==> src/rtl/formant_backtrack.sv <==
// -----------------------------------------------------------------------------
// formant_backtrack
//
// Walks the backpointer table B(k,i) produced by the F/B dynamic-programming
// stage, starting at (k_total, i_last) and moving backwards. It produces one
// frame segment per formant, in order k_total down to 1. The table lives
// outside this block. Each read is a one-cycle req_valid strobe, and the data
// returns on b_in exactly RD_LAT cycles later. Segments leave through a
// valid/ready handshake.
//
// Optional feature: define BACKTRACK_CHECK_EN to range-check every returned
// backpointer. A bad entry stops the walk with error set. It does this instead
// of emitting a segment built from garbage.
//
// Ports:
//   clk_in     clock
//   rst_n_in   synchronous active-low reset
//   start      pulse: latch i_last / k_total and begin a backtrace (IDLE only)
//   i_last     last frame index of the utterance
//   k_total    number of segments, 1..FORMANTS
//   k_req      formant index of the current table read
//   i_req      frame index of the current table read
//   req_valid  one-cycle read strobe
//   b_in       B(k_req,i_req), signed, valid RD_LAT cycles after req_valid
//   seg_k      formant index of the presented segment
//   seg_start  first frame of the segment (b+1)
//   seg_end    last frame of the segment (i)
//   seg_valid  segment is presented
//   seg_ready  downstream accepts the segment
//   busy       high from the cycle after an accepted start until done
//   done       one-cycle pulse at the end of the backtrace
//   error      sticky malformed-table/argument flag, cleared by the next start
// -----------------------------------------------------------------------------
module formant_backtrack #(
  parameter int BIT_WIDTH = 32,
  parameter int I         = 160,
  parameter int FORMANTS  = 5,
  parameter int RD_LAT    = 2,
  localparam int IW       = $clog2(I),
  localparam int KW       = $clog2(FORMANTS)
) (
  input  logic                 clk_in,
  input  logic                 rst_n_in,
  input  logic                 start,
  input  logic [IW-1:0]        i_last,
  input  logic [KW:0]          k_total,
  output logic [KW-1:0]        k_req,
  output logic [IW-1:0]        i_req,
  output logic                 req_valid,
  input  logic [BIT_WIDTH-1:0] b_in,
  output logic [KW-1:0]        seg_k,
  output logic [IW-1:0]        seg_start,
  output logic [IW-1:0]        seg_end,
  output logic                 seg_valid,
  input  logic                 seg_ready,
  output logic                 busy,
  output logic                 done,
  output logic                 error
);

  localparam int CW = (RD_LAT > 1) ? $clog2(RD_LAT) : 1;
  localparam logic [CW-1:0] CNT_LOAD = CW'(RD_LAT - 1);
  localparam logic [KW:0]   K_ONE    = 1;
  localparam logic [KW:0]   K_MAX    = FORMANTS[KW:0];
  localparam logic [IW:0]   I_ONE    = 1;

  typedef enum logic [2:0] {
    S_IDLE,
    S_REQ,
    S_WAIT,
    S_EMIT,
    S_FIN
  } state_t;

  state_t          state;
  logic [KW:0]     k_cur;     // one bit wider than k_req so k==FORMANTS always fits
  logic [IW-1:0]   i_cur;
  logic [IW-1:0]   b_lo;      // captured backpointer, becomes the next i_cur
  logic [CW-1:0]   cnt;

  // The returned word is signed. Only IW+1 bits matter: the range -1..I-1.
  logic [IW:0]     b_new;
  assign b_new = b_in[IW:0];

  // The upper bits of the table word carry no information for the walk.
  logic unused_bits;
  assign unused_bits = ^b_in[BIT_WIDTH-1:IW];

  // Start arguments are malformed when no segment count is given, or when the
  // count is too large, or when there are fewer frames than segments (every
  // segment needs at least one frame).
  // i_last < k_total-1 is rewritten as i_last+1 < k_total to avoid underflow.
  logic        start_bad;
  logic [IW:0] i_last_p1;
  logic [IW:0] k_total_ext;

  always_comb begin
    i_last_p1   = {1'b0, i_last} + I_ONE;
    k_total_ext = {{(IW - KW){1'b0}}, k_total};
    start_bad   = (k_total == '0) || (k_total > K_MAX) || (i_last_p1 < k_total_ext);
  end

  logic b_ok;

`ifdef BACKTRACK_CHECK_EN
  localparam logic signed [IW+1:0] S_ONE   = 1;
  localparam logic signed [IW+1:0] S_TWO   = 2;
  localparam logic signed [IW+1:0] S_M_ONE = -1;

  logic signed [IW+1:0] b_ext;
  logic signed [IW+1:0] b_min;
  logic signed [IW+1:0] b_max;

  // A backpointer for formant k at frame i must leave k-1 frames for the
  // remaining k-1 formants (b >= k-2) and must stay before i (b <= i-1).
  // The last formant must reach back to the start of the utterance (b == -1).
  always_comb begin
    b_ext = signed'({b_new[IW], b_new});
    b_min = signed'({{(IW + 1 - KW){1'b0}}, k_cur}) - S_TWO;
    b_max = signed'({2'b00, i_cur}) - S_ONE;
    b_ok  = (b_ext >= b_min) && (b_ext <= b_max);
    if ((k_cur == K_ONE) && (b_ext != S_M_ONE)) begin
      b_ok = 1'b0;
    end
  end
`else
  // Entries are trusted; only the start arguments are validated.
  assign b_ok = 1'b1;
`endif

  // NOTE: every register here is written with non-blocking assignments.
  // Each next-state expression then reads the values from before the edge,
  // whatever order the statements appear in.
  always_ff @(posedge clk_in) begin
    if (!rst_n_in) begin
      state     <= S_IDLE;
      k_cur     <= '0;
      i_cur     <= '0;
      b_lo      <= '0;
      cnt       <= '0;
      k_req     <= '0;
      i_req     <= '0;
      req_valid <= 1'b0;
      seg_k     <= '0;
      seg_start <= '0;
      seg_end   <= '0;
      seg_valid <= 1'b0;
      busy      <= 1'b0;
      done      <= 1'b0;
      error     <= 1'b0;
    end else begin
      // Strobes default low, so each one lasts only the single cycle it is set.
      req_valid <= 1'b0;
      done      <= 1'b0;

      case (state)
        S_IDLE: begin
          if (start) begin
            k_cur <= k_total;
            i_cur <= i_last;
            busy  <= 1'b1;
            if (start_bad) begin
              error <= 1'b1;
              done  <= 1'b1;
              state <= S_FIN;
            end else begin
              error     <= 1'b0;
              // The request is registered on entry to REQ. That way
              // req_valid is high during exactly the REQ cycle.
              req_valid <= 1'b1;
              k_req     <= k_total[KW-1:0];
              i_req     <= i_last;
              state     <= S_REQ;
            end
          end
        end

        S_REQ: begin
          cnt   <= CNT_LOAD;
          state <= S_WAIT;
        end

        S_WAIT: begin
          // cnt reaches zero in the cycle RD_LAT after req_valid, which is
          // the only cycle in which b_in belongs to this request.
          if (cnt == '0) begin
            b_lo <= b_new[IW-1:0];
            if (b_ok) begin
              seg_k     <= k_cur[KW-1:0];
              seg_start <= b_new[IW-1:0] + IW'(1);  // b == -1 wraps to frame 0
              seg_end   <= i_cur;
              seg_valid <= 1'b1;
              state     <= S_EMIT;
            end else begin
              error <= 1'b1;
              done  <= 1'b1;
              state <= S_FIN;
            end
          end else begin
            cnt <= cnt - 1'b1;
          end
        end

        S_EMIT: begin
          // seg_valid is always high in EMIT, so seg_ready alone completes
          // the handshake. The seg_* registers are left alone until then.
          if (seg_ready) begin
            seg_valid <= 1'b0;
            if (k_cur == K_ONE) begin
              done  <= 1'b1;
              state <= S_FIN;
            end else begin
              k_cur     <= k_cur - K_ONE;
              i_cur     <= b_lo;
              req_valid <= 1'b1;
              k_req     <= k_cur[KW-1:0] - 1'b1;
              i_req     <= b_lo;
              state     <= S_REQ;
            end
          end
        end

        S_FIN: begin
          busy  <= 1'b0;
          state <= S_IDLE;
        end

        default: begin
          state <= S_IDLE;
        end
      endcase
    end
  end

endmodule

==> config.mk <==
export PLATFORM = sky130hd
export DESIGN_NAME = formant_backtrack
export DESIGN_NICKNAME = d
export VERILOG_FILES = /design/src/rtl/formant_backtrack.sv
export SDC_FILE = /design/constraint.sdc
export NUM_CORES = 1
export LEC_CHECK = 0
export BUFFER_PORTS_ARGS = -buffer_cell sky130_fd_sc_hd__buf_4
export CAP_MARGIN = 20
export CORE_MARGIN = 3
export CORE_UTILIZATION = 45
export CTS_CLUSTER_SIZE = 28
export DETAILED_ROUTE_END_ITERATION = 6
export GPL_TIMING_DRIVEN = 0
export PLACE_DENSITY_LB_ADDON = 0.25
export SLEW_MARGIN = 20
export SYNTH_ARGS = -nofsm -noshare
export SYNTH_HDL_FRONTEND = slang
export SYNTH_SLANG_ARGS = --single-unit
==> constraint.sdc <==
create_clock -name clk_in -period 5.8 [get_ports clk_in]
set_input_delay 0.29 -clock clk_in [delete_from_list [all_inputs] [get_ports clk_in]]
set_output_delay 0.29 -clock clk_in [all_outputs]
set_load 0.02 [all_outputs]
==> summary.md <==
| Metric | Value |
|---|---|
| Setup Skew | 0.00947 ns |
| Post-cts hold buffer count | 0 |
| Hold WC Path Type | in2reg |
| Overall Power | 0.00107 W |
| Slew Limit Fails | 0 |
| DIE HEIGHT | roughly 84 um |
| Layout area overhead | 24.8% |
| Setup CP Type | in2reg |
| PnR worst setup slack | 3.52 ns |
| Layout Nets | between 400 and 500 |
| Setup violators final | 0 |
| Vias in the first global route | 2334 |
| Total track usage | 20.0% |
| Clock Sink Count | 59 |
| Layout Utilization | 60.2% |
| Root Buffer | clkbuf_8 |
| First-pass GRT wire length | ~11000 um |
| Post-synth top area share | between 40 and 50% |
| Iter 0 DRT Violations | 206 |
| Synth warn | 0 |
| Die width | 84.5 um |
| PwrDens | roughly 300 nW/um^2 |
| Post-synthesis sequential area ratio | 42.6% |
| Vias per inst | around 5.4 |
| Setup crit end kind | flip-flop |
| WL/cell | around 15 um |
| RD Place Congestion | 0.934 |
| Clock transition at path regs | 0.06 ns |
| CP Cell Sequence | buf_4 -> ha_1 -> ha_1 -> a21boi_0 -> o31ai_1 -> nand4b_2 -> and2_4 -> buf_6 -> o211a_1 |
| Post-synth top flop | dfxtp_1 |
| Worst reg2reg endpoint | i_req[6] |
| Via count | 2465 |
| Core Region | 5740 um^2 |
| Setup bufs post-CTS | 0 |
| Routed Antenna Nets | 0 |
| Dpl hpwl | slightly above 5000 um |
| Leak | between 1.5 and 2 nW |
| Port Buf Inserts | 58 |
| PostCTS Resize Cnt | 0 |
| Initial antenna violation count | 0 |
| Layout cells sized above 1 | 21.0% |
| Critical path launch point type | input port |
| Fin. Hold Viols | 0 |
| Worst vdd ir | 0.154 mV |
| Initial DRT Pass Iterations | 5 |
| Num CTS Buffers | 9 |
| Worst Path Buf+Inv | 2 |
| Most common cell after layout, fill and taps aside | nand2_1 |
| Number of remaining DRC errors | 0 |
| Cell variety after synth | 43 |
| Most frequent cells in the layout | nand2_1, dfxtp_1, buf_4 |
| Post-synthesis average cell area | 8.88 um^2 |
| Initial Util | 48.2% |
| Placed cell area | 3300 um^2 |
| Outcome | complete, no violations |
| Number of synthesized register bits | 59 |
| Worst Path Arrival | roughly 2.5 ns |
| Async SR Flop Fraction | 0% |
| Cell area after layout | around 3500 um^2 |
| Min-Delay Endpoint | busy |
| Tcrit/Tclk final | 39.3% |
| Fmax | 0.439 GHz |
| CTS tree | done |
| Grt ovf | 0 |
| Critical Path RT | 6.02 ns |
| Unrepaired setup endpoints after global routing | no |
| Wirelength, routed | 7020 um |
| Tmin final | 2.28 ns |
| Critical path depth | 9 |
| Worst-path fanout max | 10 |
| Antenna fix cells | 0 |
| Worst Hold Launch | start |
| Die area | 7130 um^2 |
| Largest net degree at the start of global routing | 11 |
| Setup slack, reg-to-reg | 3.71 ns |
| Worst-Margin Slew | 0.614 ns |
| Clock Latency Late Sink | 0.33 ns |
| Setup_tns | 0 ns |
| Reg-to-reg startpoint | k_cur[0] |
| Highest cell delay on the worst timing path | approximately 0.38 ns |
| Rows | 27 |
| Synth top area cells | dfxtp_1, nand2_1, o211a_1, a21boi_0, mux2i_1 |
| Most common cell type on the critical path | ha_1 |
| Number of flops mapped to enable cells by yosys | 0 |
| Area leader, netlist | dfxtp_1 |
| CP top delay family | compound AO/OA/AOI/OAI gates |
| Slowest CP cell | nand4b_2 |
| Top Ports | 83 |
| Post-Syn Nets | 367 |
| Clock Tree Buf Depth | 2 |
| Cell Area, Synth | 2770 um^2 |
| Hold path depth | 3 |
| Place WS | around 3.2 ns |
| CTS H-Tree Depth | 3 |
| Slew margin rel. | 59.0% |
| Gate Count Post-Synth | 312 |
| Max-cap violations | 0 |
| Depth of the most critical reg-to-reg path | 8 |
cell type report:
class	count	area (um^2)
Fill cell	538	2290
Tap cell	72	90.1
Inverter	7	26.3
Multi-Input combinational cell	226	1450
Buffer	20	110
Clock inverter	2	12.5
Sequential cell	59	1180
Clock buffer	13	149
Timing Repair Buffer	58	435
where the power goes:
part           leakage [nW]  switching, W  total, W  internal (W)
logic                  1.15      0.000145  0.000267      0.000122
registers             0.482     0.0000321  0.000483      0.000451
clock network        0.0795      0.000152  0.000316      0.000164
metal layers:
layer	share of wire (%)	vias up	global-route usage (%)
met1	48	1138	27.4
met2	44	91	31.2
li1	-	1229	-
met5	0	-	0
met4	1.3	0	7.48
met3	6.6	7	3.83
registers in the layout, summed over array words and instances (netlist names):
signal     cells
seg_k          3
seg_valid      1
done           1
i_cur          8
error          1
seg_start      8
busy           1
k_req          3
seg_end        8
i_req          8
req_valid      1
state          3
cnt            1
k_cur          4
b_lo           8
how the worst max path moves through the flow:
| stage | from | endpoint |
|---|---|---|
| after global routing | i_last[0] | i_req[6] |
| after detailed placement | i_last[0] | i_req[5] |
| after global placement | i_last[0] | i_req[6] |
| after CTS | i_last[0] | i_req[6] |
| after floorplan | i_last[0] | i_req[0] |
| final | i_last[0] | i_req[6] |
worst reg2reg max path, delay by kind of cell (launching register included):
family | cells | cell delay, ns
AOI/OAI and AO/OA | 1 | 0.20
buffers and inverters | 2 | 0.28
adders and majority gates | 1 | 0.20
and+or+nand+nor | 4 | 0.86
DFF | 1 | 0.44
metrics by stage:
stage | hold slack, ns | std cells
floorplan | 0.431 | 312
global placement | 0.445 | 442
detailed placement | 0.457 | 442
CTS | 0.236 | 457
global route | 0.252 | 457
finish | 0.242 | 457
cells in the mapped netlist, types with 2 or more instances:
| master | n |
|---|---|
| a31oi_1 | 2 |
| nor2_1 | 10 |
| buf_2 | 4 |
| dfxtp_1 | 59 |
| o211a_1 | 23 |
| and2_1 | 3 |
| o32ai_1 | 2 |
| inv_1 | 7 |
| nor3_1 | 2 |
| ha_1 | 7 |
| and3_1 | 5 |
| nor3b_1 | 2 |
| nor2b_1 | 2 |
| nand3_1 | 17 |
| nand2_1 | 68 |
| a21boi_0 | 25 |
| nand2b_1 | 2 |
| xnor2_1 | 3 |
| o21a_1 | 2 |
| mux2i_1 | 12 |
| o21ai_0 | 9 |
| clkbuf_1 | 11 |
| or3_1 | 3 |
| buf_6 | 4 |
| a21oi_1 | 5 |
| xor2_1 | 6 |
cell families (layout without fill, tap and decap cells):
group           Yosys count  count (layout)  share of synthesized area [%]
simple gates            121             121                           20.1
compound gates           77              77                           22.0
flops                    59              59                           42.6
buf+inv                  27             100                           4.92
mux                      12              12                           4.34
xor+xnor                  9               9                           2.85
fa+ha+maj                 7               7                           3.16
(Power assumes the default switching activity.)
